$ cat src/rtl/ext_mem_loader_pkg.sv
// rtl/ext_mem_loader_pkg.sv - shared constants and state encoding for the program loader
package ext_mem_loader_pkg;

  localparam logic [7:0]  LOADER_MAGIC   = 8'hA5;
  // First IO address; the top-level decode uses the same boundary.
  localparam logic [31:0] IO_REGION_BASE = 32'h0300_0000;

  typedef enum logic [3:0] {
    S_IDLE,
    S_SYNC,
    S_ADDR,
    S_COUNT,
    S_DATA,
    S_WRITE,
    S_CHECK,
    S_DONE,
    S_ERR
  } loader_state_t;

endpackage

$ cat src/rtl/ext_mem_loader.sv
// rtl/ext_mem_loader.sv - framed byte-stream loader driving the external data-memory write port
module ext_mem_loader
  import ext_mem_loader_pkg::*;
#(
  parameter logic [31:0] ADDR_LIMIT     = IO_REGION_BASE,
  parameter int          TIMEOUT_CYCLES = 1_000_000
) (
  input  logic        clk,
  input  logic        reset,
  input  logic        start,
  input  logic [7:0]  rx_data,
  input  logic        rx_valid,
  output logic        rx_ready,
  output logic        Ext_MemWrite,
  output logic [31:0] Ext_DataAdr,
  output logic [31:0] Ext_WriteData,
  output logic        cpu_reset,
  output logic        busy,
  output logic        done,
  output logic        error
);

  localparam int            TW       = $clog2(TIMEOUT_CYCLES + 1);
  localparam logic [TW-1:0] IDLE_MAX = TW'(TIMEOUT_CYCLES - 1);

  loader_state_t r_state;
  logic [31:0]   r_addr;
  logic [15:0]   r_words;
  logic [23:0]   r_word;
  logic [7:0]    r_sum;
  logic [1:0]    r_byte_cnt;
  logic [TW-1:0] r_idle;

  logic          w_accept;
  logic          w_timed;
  logic          w_timeout;
  logic          w_bad_range;
  logic [15:0]   w_count;
  logic [31:0]   w_word;
  logic [33:0]   w_end;

  assign rx_ready  = r_state inside {S_SYNC, S_ADDR, S_COUNT, S_DATA, S_CHECK};
  assign busy      = rx_ready || (r_state == S_WRITE);
  assign w_accept  = rx_valid && rx_ready;
  assign w_timed   = r_state inside {S_ADDR, S_COUNT, S_DATA, S_CHECK};
  assign w_timeout = w_timed && !w_accept && (r_idle == IDLE_MAX);

  // Count and data words are completed combinationally from the byte on the bus.
  assign w_count     = {rx_data, r_words[15:8]};
  assign w_word      = {rx_data, r_word};
  assign w_end       = {2'b00, r_addr} + {16'b0, w_count, 2'b00};
  assign w_bad_range = (r_addr[1:0] != 2'b00) || (w_end > {2'b00, ADDR_LIMIT});

  always_ff @(posedge clk or posedge reset) begin
    if (reset) begin
      r_state       <= S_IDLE;
      r_addr        <= '0;
      r_words       <= '0;
      r_word        <= '0;
      r_sum         <= '0;
      r_byte_cnt    <= '0;
      r_idle        <= '0;
      Ext_MemWrite  <= 1'b0;
      Ext_DataAdr   <= '0;
      Ext_WriteData <= '0;
      cpu_reset     <= 1'b1;
      done          <= 1'b0;
      error         <= 1'b0;
    end else begin
      Ext_MemWrite <= 1'b0;
      if (w_accept || !w_timed) r_idle <= '0;
      else                      r_idle <= r_idle + TW'(1);

      case (r_state)
        S_IDLE, S_DONE, S_ERR: begin
          if (start) begin
            r_state    <= S_SYNC;
            done       <= 1'b0;
            error      <= 1'b0;
            cpu_reset  <= 1'b1;
            r_sum      <= '0;
            r_byte_cnt <= '0;
            r_words    <= '0;
          end
        end
        S_SYNC: begin
          if (w_accept && rx_data == LOADER_MAGIC) r_state <= S_ADDR;
        end
        S_ADDR: begin
          if (w_accept) begin
            r_addr     <= {rx_data, r_addr[31:8]};
            r_byte_cnt <= r_byte_cnt + 2'd1;
            if (r_byte_cnt == 2'd3) begin
              r_state    <= S_COUNT;
              r_byte_cnt <= '0;
            end
          end
        end
        S_COUNT: begin
          if (w_accept) begin
            r_words    <= w_count;
            r_byte_cnt <= r_byte_cnt + 2'd1;
            if (r_byte_cnt == 2'd1) begin
              r_byte_cnt <= '0;
              if (w_bad_range) begin
                r_state <= S_ERR;
                error   <= 1'b1;
              end else if (w_count == 16'd0) begin
                r_state <= S_CHECK;
              end else begin
                r_state <= S_DATA;
              end
            end
          end
        end
        S_DATA: begin
          if (w_accept) begin
            r_word     <= {rx_data, r_word[23:8]};
            r_sum      <= r_sum + rx_data;
            r_byte_cnt <= r_byte_cnt + 2'd1;
            if (r_byte_cnt == 2'd3) begin
              Ext_MemWrite  <= 1'b1;
              Ext_DataAdr   <= r_addr;
              Ext_WriteData <= w_word;
              r_state       <= S_WRITE;
            end
          end
        end
        S_WRITE: begin
          r_addr  <= r_addr + 32'd4;
          r_words <= r_words - 16'd1;
          r_state <= (r_words == 16'd1) ? S_CHECK : S_DATA;
        end
        S_CHECK: begin
          if (w_accept) begin
            if (rx_data == r_sum) begin
              r_state   <= S_DONE;
              done      <= 1'b1;
              cpu_reset <= 1'b0;
            end else begin
              r_state <= S_ERR;
              error   <= 1'b1;
            end
          end
        end
        default: r_state <= S_IDLE;
      endcase

      if (w_timeout) begin
        r_state <= S_ERR;
        error   <= 1'b1;
      end
    end
  end

endmodule

$ cat config.mk
export PLATFORM = sky130hd
export DESIGN_NAME = ext_mem_loader
export DESIGN_NICKNAME = d
export VERILOG_FILES = /design/src/rtl/ext_mem_loader_pkg.sv /design/src/rtl/ext_mem_loader.sv
export SDC_FILE = /design/constraint.sdc
export NUM_CORES = 1
export LEC_CHECK = 0
export ABC_AREA = 0
export CORE_UTILIZATION = 50
export CTS_BUF_LIST = sky130_fd_sc_hd__clkbuf_4 sky130_fd_sc_hd__clkbuf_8 sky130_fd_sc_hd__clkbuf_16
export DETAILED_ROUTE_END_ITERATION = 10
export PLACE_DENSITY = 0.73
export SYNTH_ARGS = -nofsm -noshare
export SYNTH_HDL_FRONTEND = slang
export SYNTH_SLANG_ARGS = --single-unit
$ cat constraint.sdc
create_clock -name clk -period 5.7 [get_ports clk]
set_clock_uncertainty 0.15 [all_clocks]
set_input_delay 1.14 -clock clk [delete_from_list [all_inputs] [get_ports clk]]
set_output_delay 1.14 -clock clk [all_outputs]
set_load 0.05 [all_outputs]
==> results of run 1 <==
==> cell usage after synthesis (14+ instances only) <==
cell type / count
nand2_1: 75
nand4_1: 20
nor3_1: 26
inv_1: 24
nand3_1: 39
o21ai_0: 73
mux2_2: 85
and3_1: 18
clkbuf_1: 43
nor2_1: 103
a211oi_1: 15
dfrtp_1: 173
xor2_1: 14
a21oi_1: 70
ha_1: 30
==> cells by family after synthesis <==
logic type                 share of synthesized area, %
and+or+nand+nor                                    17.2
AOI/OAI and AO/OA                                  18.8
DFF                                                43.4
muxes                                              10.2
buffers and inverters                              3.87
adders and majority gates                          4.14
xor gates and xnor gates                           2.36
==> worst min-delay path, stage by stage, from the launching register on <==
cell     delay (ps)
dfrtp_1         350
nand2_1          50
nand2_1          50
==> final timing paths <==
kind,slack (ps),end,cells past startpoint,from
min in group asynchronous,1190,r_word[6],3,reset
min reg2reg,320,r_sum[2],2,r_sum[2]
max in group asynchronous,3540,Ext_DataAdr[12],3,reset
max,1330,r_state[2],12,rx_data[7]
max reg2reg,1980,r_state[2],11,r_addr[2]
min,320,r_sum[2],2,r_sum[2]
==> routing by layer <==
layer / vias up / wire length, um / GRT usage, %
li1: 3944 / - / -
met1: 4138 / 11600 / 36.1
met2: 367 / 12900 / 44.7
met3: 63 / 1630 / 4.27
met4: 0 / 1010 / 13.0
met5: - / 0 / 0
==> state kept, by name, indices dropped and copies added (netlist names), 2 cells and up <==
| name | count |
|---|---|
| Ext_DataAdr | 32 |
| Ext_WriteData | 32 |
| r_addr | 32 |
| r_byte_cnt | 2 |
| r_idle | 20 |
| r_state | 4 |
| r_sum | 8 |
| r_word | 24 |
| r_words | 16 |
==> where the power goes <==
group / total, W / switching, W / internal [W]
combinational: 0.00166 / 0.00103 / 0.000628
clock: 0.00121 / 0.000605 / 0.000608
sequential: 0.00181 / 0.000425 / 0.00139
==> per-stage QoR <==
stage / cells / cell area (um2) / power [W]
2_1_floorplan: 1039 / 10000 / 0.00298
3_3_place_gp: 1339 / 11000 / 0.00344
3_5_place_dp: 1339 / 11000 / 0.00344
4_1_cts: 1371 / 11600 / 0.00465
5_1_grt: 1371 / 11600 / 0.00493
6_report: 1371 / 11600 / 0.00469
==> cells in the final DEF (no fill, tap or decap), types with 5 or more instances in the layout <==
cell type and instances:
nor3_1 26, and3_1 18, nand4_1 20, a21oi_1 70
nand2_1 75, a41oi_1 5, or3_1 9, a21o_1 8
o211ai_1 7, o21ai_0 72, nor2b_1 9, nand2b_1 10
dfrtp_1 173, a211oi_1 15, a22oi_1 12, inv_1 23
xor2_1 14, xnor2_1 13, o21a_1 6, clkbuf_16 17
clkdlybuf4s50_1 81, mux2_2 85, ha_1 30, nor2_1 103
a221o_1 5, buf_4 13, nand3_1 38, mux2i_1 7
nor4_1 11, a31oi_1 10
==> cell type report <==
class	instances	area, um2	area share [%]
clock buffers	17	425	3.65
clock inverters	15	199	1.71
inverters	24	93.8	0.806
multi-input cells	781	5310	45.6
flip-flops and latches	174	4360	37.4
well taps	265	332	2.85
repair buffers	95	928	7.98
==> results.sh, run 1 <==
export IMPL_vias=8512
export IMPL_cts_tree="done"
export IMPL_firstDrtPassIters=5
export IMPL_power_density_nw_per_um2=403
export IMPL_die_x_um=144
export IMPL_ys_seq_area_share_pct=43.4
export IMPL_drt_iter0_markers=923
export IMPL_syn_area_per_cell_um2=9.66
export IMPL_layout_nets=1137
export IMPL_crit_buf_inv=2
export IMPL_max_stage_delay_ps=640
export IMPL_fin_util_pct=59.4
export IMPL_synth_top_area_share_pct=43.1
export IMPL_clock_latency_ps=440
export IMPL_n_antenna_cell=0
export IMPL_syn_nets=1083
export IMPL_globalRouteOverflowTotal=0
export IMPL_hold_ws_ps=322
export IMPL_ys_top_cells_by_area="dfrtp_1 (43%), mux2_2 (9.5%), nor2_1 (3.9%)"
export IMPL_fin_crit_sh_pct=76.7
export IMPL_fillers=1688
export IMPL_area_growth_pct=16.0
export IMPL_end_kind="flip-flop"
export IMPL_finalSetupViolations=0
export IMPL_drv_slew=0
export IMPL_max_freq_mhz=229
export IMPL_routed_wl_um=27100
export IMPL_die_y_um=144
export IMPL_period_minus_slack_ps=4370
export IMPL_setup_ws_ps=1330
export IMPL_hp_class="flip-flop to flip-flop"
export IMPL_die_area_um2=20600
export IMPL_synth_edf_count=0
export IMPL_cts_resized=0
export IMPL_startpoint_type="input pin"
export IMPL_total_leakage_power_nw=5.11
export IMPL_drc_errors=0
export IMPL_maxSlewHeadroom_pct=31.1
export IMPL_crit_type="input pin to flip-flop"
export IMPL_synth_ff_type="dfrtp_1"
export IMPL_start_util_pct=51.2
export IMPL_vdd_ir_drop_max_mv=0.328
export IMPL_synth_cells=1039
export IMPL_holdBufCountCts=0
export IMPL_place_ws_ps=959
export IMPL_core_um2=19600
export IMPL_drt_wirelength_per_cell_um=19.8
export IMPL_finalHoldViolCount=0
export IMPL_cp_top_family="compound AO/OA/AOI/OAI gates"
export IMPL_max_cap_violations=0
export IMPL_std_cell_rows=51
export IMPL_cts_setup_buffers=0
export IMPL_cts_sinks=174
export IMPL_clk_transition_reported_paths_ps=80
export IMPL_yosysTopAreaCell="dfrtp_1"
export IMPL_first_global_vias=8132
export IMPL_io_buffers=81
export IMPL_ys_warn_count=0
export IMPL_cp_required_ps=5930
export IMPL_antenna_left=0
export IMPL_clock_tree_root_cell="clkbuf_16"
export IMPL_critical_path_peak_fanout=12
export IMPL_viasPerCell=6.21
export IMPL_layout_drive_gt1_share_pct=14.4
export IMPL_clockBufferDepth=2
export IMPL_dp_hpwl_um=18700
export IMPL_postSynth_asyncResetShare_pct=100
export IMPL_syn_area_um2=10000
export IMPL_grt_usage_pct=27.6
export IMPL_numCtsBuffers=17
export IMPL_grt_pass1_wl_um=43600
export IMPL_rsz0062_at_grt="false"
export IMPL_ys_types=82
export IMPL_worstMarginPinSlew_ps=1030
export IMPL_place_gp_congestion=0.907
export IMPL_tns_ps=0
export IMPL_crit_chain="clkdlybuf4s50_1, buf_4, ha_1, nor2b_1, a21oi_1, o2111ai_1, a2111oi_0, nand4_1, nor4_1, a41oi_2, nor3_1, a221o_1"
export IMPL_htree_levels=4
export IMPL_antenna_found_initial=0
export IMPL_ys_ff_latch=174
export IMPL_status="finished, final reports clean"
export IMPL_grt_max_degree=175
export IMPL_boundaryPins=82
export IMPL_cpMaxStageDelayCell="a2111oi_0"
export IMPL_worstPathArrival_ps=4610
Power figures use the tool's default switching activity.
==> run 2: changes to the inputs <==
--- a/config.mk
+++ b/config.mk
@@ -9,7 +9,7 @@
 export CORE_UTILIZATION = 50
 export CTS_BUF_LIST = sky130_fd_sc_hd__clkbuf_4 sky130_fd_sc_hd__clkbuf_8 sky130_fd_sc_hd__clkbuf_16
 export DETAILED_ROUTE_END_ITERATION = 10
-export PLACE_DENSITY = 0.73
+export PLACE_DENSITY = 0.7
 export SYNTH_ARGS = -nofsm -noshare
 export SYNTH_HDL_FRONTEND = slang
 export SYNTH_SLANG_ARGS = --single-unit
==> constraint.sdc (replaced) <==
create_clock -name clk -period 4.1 [get_ports clk]
set_clock_uncertainty 0.15 [all_clocks]
set_input_delay 0.82 -clock clk [delete_from_list [all_inputs] [get_ports clk]]
set_output_delay 0.82 -clock clk [all_outputs]
set_load 0.05 [all_outputs]
==> results.sh, run 2 (synthesized netlist as in run 1, its figures left out) <==
export IMPL_clockBufferDepth=2
export IMPL_period_minus_slack_ps=3830
export IMPL_hold_ws_ps=332
export IMPL_antenna_left=0
export IMPL_worstPathArrival_ps=4050
export IMPL_die_x_um=144
export IMPL_cts_resized=0
export IMPL_area_growth_pct=19.7
export IMPL_dpl_cell_count=1391
export IMPL_die_y_um=144
export IMPL_finalHoldViolCount=0
export IMPL_grt_max_degree=52
export IMPL_hp_class="flip-flop to flip-flop"
export IMPL_cts_sinks=174
export IMPL_antenna_found_initial=0
export IMPL_cts_tree="done"
export IMPL_first_global_vias=8289
export IMPL_finalSetupViolations=0
export IMPL_largestRegisters="Ext_DataAdr: 32 flops, Ext_WriteData: 32 flops, r_addr: 32 flops"
export IMPL_place_gp_congestion=0.975
export IMPL_die_area_um2=20600
export IMPL_maxSlewHeadroom_pct=30.5
export IMPL_worstMarginPinSlew_ps=1040
export IMPL_fillers=1714
export IMPL_firstDrtPassIters=5
export IMPL_fin_crit_sh_pct=93.4
export IMPL_drv_slew=0
export IMPL_grt_usage_pct=29.0
export IMPL_r2r_cells=12
export IMPL_layout_common_cells="dfrtp_1 (173), nor2_1 (103), mux2_2 (85)"
export IMPL_core_um2=19600
export IMPL_rsz0062_at_grt="false"
export IMPL_layout_nets=1189
export IMPL_total_leakage_power_nw=5.35
export IMPL_max_freq_mhz=261
export IMPL_clock_latency_ps=430
export IMPL_drt_iter0_markers=634
export IMPL_end_kind="flip-flop"
export IMPL_clk_transition_reported_paths_ps=70
export IMPL_holdPathStages=2
export IMPL_numCtsBuffers=17
export IMPL_critical_path_peak_fanout=12
export IMPL_io_buffers=81
export IMPL_drc_errors=0
export IMPL_layout_drive_gt1_share_pct=18.1
export IMPL_cp_required_ps=4320
export IMPL_std_cell_rows=51
export IMPL_startpoint_type="input pin"
export IMPL_routed_wl_um=28700
export IMPL_max_cap_violations=0
export IMPL_htree_levels=4
export IMPL_boundaryPins=82
export IMPL_final_common_cell="dfrtp_1"
export IMPL_power_density_nw_per_um2=559
export IMPL_vdd_ir_drop_max_mv=0.340
export IMPL_holdBufCountCts=0
export IMPL_layout_cells_non_filler=1423
export IMPL_grt_pass1_wl_um=45300
export IMPL_multi_input_area_um2=5300
export IMPL_globalRouteOverflowTotal=0
export IMPL_vias=8584
export IMPL_reg2reg_slack_ps=370
export IMPL_cts_setup_buffers=0
export IMPL_drt_wirelength_per_cell_um=20.1
export IMPL_crit_type="input pin to flip-flop"
export IMPL_fin_util_pct=61.3
export IMPL_clock_tree_root_cell="clkbuf_16"
export IMPL_setup_ws_ps=272
export IMPL_register_area_um2=4360
export IMPL_dp_hpwl_um=20800
export IMPL_n_antenna_cell=0
export IMPL_power_w=0.00672
export IMPL_place_ws_ps=-103
export IMPL_status="finished, final reports clean"
export IMPL_viasPerCell=6.03
export IMPL_start_util_pct=51.2
run 2: per-stage QoR:
stage	area [um2]	TNS, ps
floorplan	10000	0
finish	12000	0
detailed placement	11400	-180
global placement	11400	-95.0
CTS	12000	0
global route	12000	0
run 2: critical path, cell delays in order:
cell and delay, ps:
clkdlybuf4s50_1 460, ha_1 500, nor2b_1 80, a21oi_1 190
o2111ai_1 130, a2111oi_0 370, buf_4 180, nand4_1 100
nor4_1 290, buf_4 170, a41oi_2 200, o41ai_2 380
a22o_1 160
run 2: metal layers:
layer / wire, um / GRT usage (%)
met3: 1370 / 4.70
met4: 948 / 12.0
met2: 13800 / 47.7
met1: 12600 / 38.0
met5: 0 / 0
run 2: layout make-up:
| class | count | area share [%] |
|---|---|---|
| repair buffers | 147 | 11.3 |
| multi-input cells | 781 | 44.2 |
| clock buffers | 18 | 3.66 |
| flip-flops and latches | 174 | 36.3 |
| clock inverters | 14 | 1.06 |
| well taps | 265 | 2.76 |
| inverters | 24 | 0.781 |
run 2: report_power, final:
group	total [W]	internal [W]	switching, W
Clock	0.00157	0.000817	0.000756
Sequential	0.00245	0.00193	0.000511
Combinational	0.00270	0.00109	0.00161
Total	0.00672	0.00384	0.00288
run 2: final timing paths:
| path | startpoint | end |
|---|---|---|
| setup / recovery | rx_data[7] | r_state[1] |
| min in group asynchronous | reset | r_word[4] |
| setup reg to reg | r_words[8] | r_state[1] |
| max in group asynchronous | reset | r_addr[13] |
| hold reg to reg | r_sum[0] | r_sum[0] |
| hold / removal | r_sum[0] | r_sum[0] |
==> run 3: changes to the inputs <==
--- a/config.mk
+++ b/config.mk
@@ -10,6 +10,7 @@
 export CTS_BUF_LIST = sky130_fd_sc_hd__clkbuf_4 sky130_fd_sc_hd__clkbuf_8 sky130_fd_sc_hd__clkbuf_16
 export DETAILED_ROUTE_END_ITERATION = 10
 export PLACE_DENSITY = 0.7
+export SETUP_SLACK_MARGIN = 0.4
 export SYNTH_ARGS = -nofsm -noshare
 export SYNTH_HDL_FRONTEND = slang
 export SYNTH_SLANG_ARGS = --single-unit
==> results.sh, run 3 (synthesized netlist as in run 1, its figures left out) <==
export IMPL_status="finished, final reports clean"
export IMPL_reg2reg_slack_ps=430
export IMPL_die_x_um=144
export IMPL_antenna_found_initial=0
export IMPL_crit_type="flip-flop to flip-flop"
export IMPL_grt_pass1_wl_um=45500
export IMPL_start_util_pct=51.2
export IMPL_max_stage_delay_ps=460
export IMPL_min_to="r_sum[0]"
export IMPL_io_buffers=81
export IMPL_boundaryPins=82
export IMPL_drc_errors=0
export IMPL_maxSlewHeadroom_pct=28.8
export IMPL_firstDrtPassIters=6
export IMPL_r2r_cells=11
export IMPL_drt_wirelength_per_cell_um=20.2
export IMPL_period_minus_slack_ps=3670
export IMPL_grt_usage_pct=29.1
export IMPL_final_common_cell="dfrtp_1"
export IMPL_vias=8622
export IMPL_cpMaxStageDelayCell="dfrtp_2"
export IMPL_fin_crit_sh_pct=89.6
export IMPL_worstPathArrival_ps=3890
export IMPL_drv_slew=0
export IMPL_holdPathStages=2
export IMPL_worstMarginPinSlew_ps=1060
export IMPL_critical_path_peak_fanout=7
export IMPL_rsz0062_at_grt="true"
export IMPL_crit_chain="ha_1, fa_1, a21o_1, a221oi_4, o21ai_1, xnor2_1, o2111ai_1, nor4bb_1, a41oi_2, o41ai_2, a22o_1"
export IMPL_startpoint_type="flip-flop"
export IMPL_end_kind="flip-flop"
export IMPL_layout_drive_gt1_share_pct=19.2
export IMPL_fillers=1708
export IMPL_total_leakage_power_nw=5.36
export IMPL_clock_latency_ps=430
export IMPL_finalSetupViolations=0
export IMPL_numCtsBuffers=17
export IMPL_drt_iter0_markers=610
export IMPL_dp_hpwl_um=20800
export IMPL_first_global_vias=8265
export IMPL_max_cap_violations=0
export IMPL_holdBufCountCts=0
export IMPL_clockBufferDepth=2
export IMPL_rr_endpoint="r_state[1]"
export IMPL_layout_nets=1190
export IMPL_largestRegisters="Ext_DataAdr: 32 flops, Ext_WriteData: 32 flops, r_addr: 32 flops"
export IMPL_area_growth_pct=20.5
export IMPL_power_density_nw_per_um2=562
export IMPL_die_y_um=144
export IMPL_die_area_um2=20600
export IMPL_core_um2=19600
export IMPL_grt_max_degree=52
export IMPL_critical_path_reg2reg_startpoint="r_words[8]"
export IMPL_clk_transition_reported_paths_ps=70
export IMPL_std_cell_rows=51
export IMPL_max_freq_mhz=272
export IMPL_cts_tree="done"
export IMPL_htree_levels=4
export IMPL_antenna_left=0
export IMPL_globalRouteOverflowTotal=0
export IMPL_viasPerCell=6.05
export IMPL_clock_tree_root_cell="clkbuf_16"
export IMPL_hp_class="flip-flop to flip-flop"
export IMPL_layout_common_cells="dfrtp_1 (172), nor2_1 (103), mux2_2 (85)"
export IMPL_hp_start="r_sum[0]"
export IMPL_n_antenna_cell=0
export IMPL_finalHoldViolCount=0
export IMPL_place_gp_congestion=0.975
export IMPL_vdd_ir_drop_max_mv=0.338
export IMPL_tns_ps=0
export IMPL_routed_wl_um=28800
export IMPL_power_w=0.00680
export IMPL_cts_sinks=174
export IMPL_cp_required_ps=4320
==> run 3: final cells by class <==
type / count / area (um2) / area share, %
multi-input combinational: 781 / 5380 / 44.5
sequential: 174 / 4360 / 36.0
timing repair buffer: 148 / 1370 / 11.3
clock buffer: 18 / 439 / 3.63
tap: 265 / 332 / 2.74
clock inverter: 14 / 128 / 1.06
inverter: 24 / 93.8 / 0.776
==> run 3: worst max-delay path by stage <==
stage,cells past startpoint,end,start
floorplan,10,r_state[1],rx_data[6]
global placement,11,r_state[1],rx_data[5]
detailed placement,10,r_state[1],rx_data[7]
CTS,10,r_state[1],rx_data[4]
global route,10,r_state[1],rx_data[7]
finish,11,r_state[1],r_words[8]
==> run 3: stage by stage <==
| step | worst slack, ps | utilization, % | hold WS [ps] | area (um2) | std cells |
|---|---|---|---|---|---|
| floorplan | 703 | - | 293 | 10000 | 1039 |
| global placement | -57.1 | 58.4 | 307 | 11400 | 1391 |
| detailed placement | -103 | 58.4 | 316 | 11400 | 1391 |
| CTS | 402 | 61.3 | 332 | 12000 | 1423 |
| global route | 370 | 61.7 | 351 | 12100 | 1424 |
| finish | 428 | 61.7 | 332 | 12100 | 1424 |
==> run 3: where the power goes <==
| part | internal (W) | switching (W) | leakage (nW) |
|---|---|---|---|
| Clock | 0.000816 | 0.000758 | 0.276 |
| Combinational | 0.00114 | 0.00163 | 2.74 |
| Sequential | 0.00193 | 0.000523 | 2.35 |
==> run 3: metal layers <==
metal / share of wire (%) / track usage, % / wire, um
met5: 0 / 0 / 0
met2: 49 / 48.2 / 14000
met3: 5.5 / 4.73 / 1590
met4: 2.6 / 10.8 / 748
met1: 43 / 38.2 / 12500
==> run 3: what timing repair did <==
| item | 4_1_cts | 5_1_grt |
|---|---|---|
| endpoints found under the setup margin | 1 | 4 |
| setup buffers | 0 | 1 |
| pin swaps | 0 | 5 |
| resized for setup | 3 | 13 |
==> run 3: critical path, delay by kind of cell, from the launching register on <==
family / cells / cell delay [ps]
compound gates: 7 / 1670
xor+xnor: 1 / 300
fa+ha+maj: 2 / 650
flops: 1 / 460
simple gates: 1 / 380
